[config.mk]
export PLATFORM = sky130hd
export DESIGN_NAME = fsm_vector_sequencer
export DESIGN_NICKNAME = d
export VERILOG_FILES = /design/src/rtl/fsm_vector_sequencer.sv
export SDC_FILE = /design/constraint.sdc
export NUM_CORES = 2
export LEC_CHECK = 0
export CAP_MARGIN = 40
export CORE_ASPECT_RATIO = 0.9
export CORE_MARGIN = 2
export CORE_UTILIZATION = 53
export CTS_CLUSTER_DIAMETER = 200
export DETAILED_ROUTE_END_ITERATION = 10
export GPL_ROUTABILITY_DRIVEN = 1
export PLACE_DENSITY = 0.72
export SLEW_MARGIN = 20
export SYNTH_ARGS = -nofsm -noshare
export SYNTH_HDL_FRONTEND = slang
export SYNTH_SLANG_ARGS = --single-unit
[constraint.sdc]
create_clock -name clk -period 3.9 [get_ports clk]
set_input_delay 0.585 -clock clk [delete_from_list [all_inputs] [get_ports clk]]
set_output_delay 0.585 -clock clk [all_outputs]
set_load 0.05 [all_outputs]
[src/rtl/fsm_vector_sequencer.sv]
// Replays stored {dut_rst, dut_in} stimulus words into an fsm under test, one per clock,
// capturing each response into a buffer and folding it into a MISR signature.
module fsm_vector_sequencer #(
  parameter int unsigned      IN_LEN   = 7,
  parameter int unsigned      OUT_LEN  = 7,
  parameter int unsigned      DEPTH    = 141,
  parameter int unsigned      AW       = 8,
  parameter int unsigned      SIG_W    = 16,
  parameter logic [SIG_W-1:0] POLY     = SIG_W'(16'h1021),
  parameter logic             IDLE_RST = 1'b1
) (
  input  logic               clk,
  input  logic               rst,
  input  logic               cfg_we,
  input  logic [AW-1:0]      cfg_addr,
  input  logic [IN_LEN:0]    cfg_wdata,
  input  logic [AW:0]        len,
  input  logic               start,
  input  logic               abort,
  output logic               busy,
  output logic               done,
  output logic [AW:0]        vec_cnt,
  output logic               dut_rst,
  output logic [IN_LEN-1:0]  dut_in,
  input  logic [OUT_LEN-1:0] dut_out,
  input  logic [AW-1:0]      resp_raddr,
  output logic [OUT_LEN-1:0] resp_rdata,
  output logic [SIG_W-1:0]   signature
);

  typedef enum logic [1:0] {StIdle, StRun, StDone} state_e;

  localparam logic [AW:0] DepthW = (AW+1)'(DEPTH);

  logic [IN_LEN:0]    stim_mem [DEPTH];
  logic [OUT_LEN-1:0] resp_mem [DEPTH];

  state_e             state_q, state_d;
  logic [AW:0]        len_q, len_d;
  logic [AW:0]        idx_q, idx_d;
  logic [AW:0]        vec_cnt_q, vec_cnt_d;
  logic [SIG_W-1:0]   sig_q, sig_d;
  logic               pin_rst_q, pin_rst_d;
  logic [IN_LEN-1:0]  pin_in_q, pin_in_d;
  logic [OUT_LEN-1:0] resp_rdata_q;

  logic [AW:0]        len_lim;
  logic [AW:0]        idx_nxt;
  logic [SIG_W-1:0]   misr_nxt;
  logic               cap_en;
  logic               cfg_addr_ok;
  logic               raddr_ok;

  assign len_lim     = (len > DepthW) ? DepthW : len;
  assign idx_nxt     = idx_q + 1'b1;
  assign cfg_addr_ok = {1'b0, cfg_addr} < DepthW;
  assign raddr_ok    = {1'b0, resp_raddr} < DepthW;

  // MISR: shift left, fold in the polynomial when the MSB falls out, xor the new response.
  assign misr_nxt = {sig_q[SIG_W-2:0], 1'b0} ^ (sig_q[SIG_W-1] ? POLY : '0) ^ SIG_W'(dut_out);

  always_comb begin
    state_d   = state_q;
    len_d     = len_q;
    idx_d     = idx_q;
    vec_cnt_d = vec_cnt_q;
    sig_d     = sig_q;
    pin_rst_d = IDLE_RST;
    pin_in_d  = '0;
    cap_en    = 1'b0;
    unique case (state_q)
      StIdle: begin
        if (start && !abort) begin
          len_d     = len_lim;
          idx_d     = '0;
          vec_cnt_d = '0;
          sig_d     = '0;
          if (len_lim == '0) begin
            state_d = StDone;
          end else begin
            state_d               = StRun;
            {pin_rst_d, pin_in_d} = stim_mem[0];
          end
        end
      end
      StRun: begin
        if (abort) begin
          state_d = StIdle;
        end else begin
          cap_en    = 1'b1;
          vec_cnt_d = idx_nxt;
          sig_d     = misr_nxt;
          idx_d     = idx_nxt;
          if (idx_nxt < len_q) begin
            {pin_rst_d, pin_in_d} = stim_mem[idx_nxt[AW-1:0]];
          end else begin
            state_d = StDone;
          end
        end
      end
      StDone: begin
        state_d = StIdle;
      end
      default: begin
        state_d = StIdle;
      end
    endcase
  end

  always_ff @(posedge clk) begin
    if (!rst) begin
      state_q      <= StIdle;
      len_q        <= '0;
      idx_q        <= '0;
      vec_cnt_q    <= '0;
      sig_q        <= '0;
      pin_rst_q    <= IDLE_RST;
      pin_in_q     <= '0;
      resp_rdata_q <= '0;
    end else begin
      state_q      <= state_d;
      len_q        <= len_d;
      idx_q        <= idx_d;
      vec_cnt_q    <= vec_cnt_d;
      sig_q        <= sig_d;
      pin_rst_q    <= pin_rst_d;
      pin_in_q     <= pin_in_d;
      resp_rdata_q <= raddr_ok ? resp_mem[resp_raddr] : '0;
    end
  end

  // Buffers are not reset; writes are suppressed on a reset edge.
  always_ff @(posedge clk) begin
    if (rst && cfg_we && (state_q != StRun) && cfg_addr_ok) begin
      stim_mem[cfg_addr] <= cfg_wdata;
    end
    if (rst && cap_en) begin
      resp_mem[idx_q[AW-1:0]] <= dut_out;
    end
  end

  assign busy       = (state_q == StRun);
  assign done       = (state_q == StDone);
  assign vec_cnt    = vec_cnt_q;
  assign dut_rst    = pin_rst_q;
  assign dut_in     = pin_in_q;
  assign resp_rdata = resp_rdata_q;
  assign signature  = sig_q;

endmodule

# Word-level counts from Yosys, hierarchy flattened
# Memories as Yosys holds them, arrays and structs flattened. A register that Yosys moved wholly into a read port is not among the register bits.
# Cells that the tools add are included.
# word_totals
romBits,0
regBits,44
input_bits,45
wordCells,64
memories,2
ramBits,2115
latchBits,0
# mem_list
name,depth,word_bits,read_ports,rd_clocked_by_memory_dff,write_ports,line_no,text
stim_mem,141,8,2,0,1,35,logic [IN_LEN:0] stim_mem [DEPTH];
resp_mem,141,7,1,1,1,36,logic [OUT_LEN-1:0] resp_mem [DEPTH];
# classes
bitwise,2
reduce_logical,14
eq_ne,6
muxes,29
multipliers,0
shift,0
div,0
add_sub_neg,1
order_cmp,4
# ops
op,count
$mux W16,2
$pmux W16 S2,1
$mux W7,4
$mux W9,3
$pmux W9 S2,1
$lt A8 B8 Y1 const B,2
$xor A16 B13 Y16,1
$xor A16 B7 Y16,1
$pmux W7 S2,1
$mux W13,1
$mux W1,10
$add A9 B1 Y9 const B,1
$gt A9 B8 Y1 const B,1
$logic_not A9 Y1,1
$lt A9 B9 Y1,1
$mux W2,4
$reduce_and A2 Y1,3
$logic_and A1 B1 Y1,5
$ne A2 B2 Y1 const B,2
$pmux W2 S2,1
$ne A3 B3 Y1 const B,1
$reduce_and A3 Y1,1
$eq A2 B1 Y1 const B,1
$eq A2 B2 Y1 const B,1
other kinds (5),6

# Logic depth before layout (Yosys ltp)
# logic_depth
word_depth,6
ltp_mapped,17
depth_no_buf,13

# Worst setup path before layout
# OpenSTA, ideal clock, no wires.
# synth_timing
kind,reg-to-reg
start,register vec_cnt[0] (netlist name)
end,"register pin_in_q[5], in the netlist dut_in[5]"
path_stages_with_launch,16
arrival_time_ns,3.993
setup_time_ns,0.127
n_path_buf,9
setup_slack_ns,-0.220
period_less_slack_ns,4.120
cell_sequence,dfxtp_1 buf_4 buf_6 buf_6 buf_4 inv_2 buf_2 ha_1 buf_2 buf_4 buf_2 clkbuf_1 mux4_2 mux4_2 a22oi_1 o21ai_0
# synth_lines
element,line_no,text
end signal: assignment,127,pin_in_q <= pin_in_d;
end: declaration,44,"logic [IN_LEN-1:0] pin_in_q, pin_in_d;"

==> out/qor.csv <==
metric,value,unit
status,"complete, no violations",
fin_cells,6750,
root_buffer,clkbuf_16,
routed_via_density,6.334,
vias,42752,
r2r-start,vec_cnt[0],
power_frac_seq,0.544,
die_h,382.2,um
path_cells,"buf_4, inv_2, ha_4, buf_12, buf_12, mux4_2, mux2i_1, a32oi_1, nand4_1, and2_1, a32oi_1",
switchingPower,9.810,mW
crit_type,reg -> reg,
peakVddDrop,0.4308,mV
drtIter0Drc,5824,
clk_pin_slew,0.06,ns
postCtsSetupBuffers,0,
power_frac_clock,0.416,
boundaryPins,87,
synth-seq-cells,2166,
cts_sinks,2166,
core-area,0.1575,sq mm
clk_latency,0.85,ns
end_kind,flop,
multi_input_area,0.01860,sq mm
layout_min_cycle_time,3.355,ns
numCtsBuffers,202,
yosys-top-cells-area,"edfxtp_1, mux4_2, nor2_1",
wire_per_inst,30.44,um
die_w,424.2,um
ys_types,66,
track_usage,0.2555,
seq_area,0.06454,sq mm
drtAntennaViolNets,0,
async_flop_share,0,
dp_cells,6380,
leakage,30.73,nW
hold_path_end,resp_mem[32][5],
ys_warn_count,0,
std_cell_rows,138,
grt_pass1_wl,299.0,mm
setup_slack,0.5448,ns
cts_max_level,4,
grt_max_degree,142,
nNetsFinal,4544,
hold_violations,0,
fmax,0.2980,GHz
power.internal,37.20,mW
r2r_slack,0.54,ns
hold_class,in -> reg,
cpPeakStageDelay,0.55,ns
wirelength,205.4,mm
synth_enable_flop_cells,2115,
fill_cells,10602,
cts_tree,built,
synth_nets,4000,
port_buffers,86,
yosysSeqAreaShare,0.7661,
worstHoldPathCells,1,
drv_cap,0,
r2r_cells,11,
worstSetupStartpointType,flop,
synth_most_common_cell,edfxtp_1,
crit_path_max_fanout,30,
synth_top_area_frac,0.7540,
setup-violations-final,0,
rsz0062_at_grt,no,
syn_to_final_growth,15.47,%
start_util,0.5349,
place_ws,0.5733,ns
slew_headroom,0.3325,
tightest_slew,1.001,ns
timing.rr.end,dut_in[0],
netlist_instances,3943,
cpMaxStageDelayCell,ha_4,
drc,0,
drive_gt1_frac,0.2967,
power_frac_comb,0.040,
dp_hpwl,128.2,mm
tns,0,ns
firstDrtPassIters,5,
swShare,0.2087,
cts_max_path_buffers,3,
grt_overflow_total,0,
dieArea,0.1621,sq mm
finClkSkew,0.05331,ns
crit_arrival,4.11,ns
antenna_found_initial,2,
cp.required,4.65,ns
fin_crit_sh,0.8603,
syn_area_per_cell,21.36,sq um
power_density,483.4,mW/mm^2
grt_pass1_vias,42546,
synth_flop_cell,edfxtp_1,
synth_area_leader_cell,edfxtp_1,
hp-start,dut_out[5],
synthTopCellsByCount,"edfxtp_1, mux4_2, nor2_1, nand2_1, clkbuf_1",
drv_slew,0,
synth_area,0.08423,sq mm
gp_congestion,0.8832,
## power groups by stage
stage / Combinational (mW) / Clock, mW / Sequential (mW)
floorplan: 0.936 / 0 / 26.1
global placement: 1.85 / 0 / 26.1
detailed placement: 1.90 / 0 / 26.1
CTS: 1.91 / 19.8 / 25.6
global route: 2.00 / 20.6 / 25.5
finish: 1.90 / 19.6 / 25.6
## kinds of logic (layout without fill, tap and decap cells)
family                     count (synthesis)  after routing  share of synthesized area
adders and majority gates                 12             12                   0.001783
other                                      0              2                          0
buffers and inverters                    235            940                    0.01362
xor gates and xnor gates                  15             15                   0.001649
and+or+nand+nor                          688            688                    0.03469
muxes                                    659            659                     0.1669
DFF                                     2166           2166                     0.7661
AOI/OAI and AO/OA                        168            168                    0.01521
## layout make-up
class	instances	area share
Sequential cell	2166	0.6635
Inverter	25	0.0009777
Clock inverter	110	0.01316
Timing Repair Buffer	550	0.04961
Multi-Input combinational cell	1542	0.1912
Antenna cell	2	0.00005146
Clock buffer	255	0.05443
Tap cell	2100	0.02702
## repair_timing
item,4_1_cts,5_1_grt
hold buffers,0,1
endpoints found under the hold margin,0,4
resized for setup,0,0
## worst max path at each step
stage	startpoint	endpoint	cells past startpoint
2_1_floorplan	vec_cnt[0]	dut_in[2]	15
3_3_place_gp	vec_cnt[0]	dut_rst	9
3_5_place_dp	resp_raddr[0]	resp_rdata[3]	8
4_1_cts	state_q[1]	done	2
5_1_grt	vec_cnt[0]	dut_in[4]	13
6_report	vec_cnt[0]	dut_in[0]	11
## flip-flops by register name (all words and copies together) (netlist names)
signal	flops
dut_in	7
dut_rst	1
len_q	9
resp_mem	987
resp_rdata	7
signature	16
state_q	2
stim_mem	1128
vec_cnt	9
## layout by cell type, fill, tap and decap left out, drive strengths merged, types with 6 or more instances in the layout
cell	synthesis	routed
a211oi	7	7
a21o	6	6
a21oi	7	7
a22o	23	23
a22oi	19	19
a31oi	6	6
a32oi	18	18
and2	7	7
buf	125	482
bufinv	0	19
clkbuf	85	255
clkdlybuf4s50	0	67
clkinv	0	81
clkinvlp	0	6
dfxtp	51	51
edfxtp	2115	2115
ha	12	12
inv	25	29
mux2i	59	59
mux4	596	596
nand2	204	204
nand3	78	78
nand4	24	24
nor2	319	319
nor2b	19	19
nor3	8	8
o211ai	7	7
o21ai	28	28
o22ai	7	7
xnor2	10	10
## worst max-delay path: cells and delay by family, from the launching register on
kind	cells	cell delay (ns)
DFF	1	0.37
AOI/OAI and AO/OA	2	0.57
muxes	2	0.34
and+or+nand+nor	2	0.55
buffers and inverters	4	0.84
adders and majority gates	1	0.55
## layer usage
layer | share of wire | track usage | routed length (um) | vias up
met1 | 0.39 | 0.3668 | 79670 | 22484
met5 | 0 | 0 | 0 | -
li1 | - | - | - | 17455
met2 | 0.48 | 0.3992 | 98940 | 2450
met3 | 0.095 | 0.04664 | 19440 | 363
met4 | 0.036 | 0.09075 | 7396 | 0
## stage by stage
step | util | cell area [sq um] | hold WS (ns) | power, mW
finish | 0.6176 | 97260 | 0.04707 | 47.01
global route | 0.6176 | 97260 | 0.03838 | 48.19
detailed placement | 0.5755 | 90620 | 0.4721 | 27.95
global placement | 0.5743 | 90440 | 0.4350 | 27.90
CTS | 0.6172 | 97190 | 0.1266 | 47.25
floorplan | - | 84230 | 0.4303 | 27.02
(Power assumes the default switching activity.)
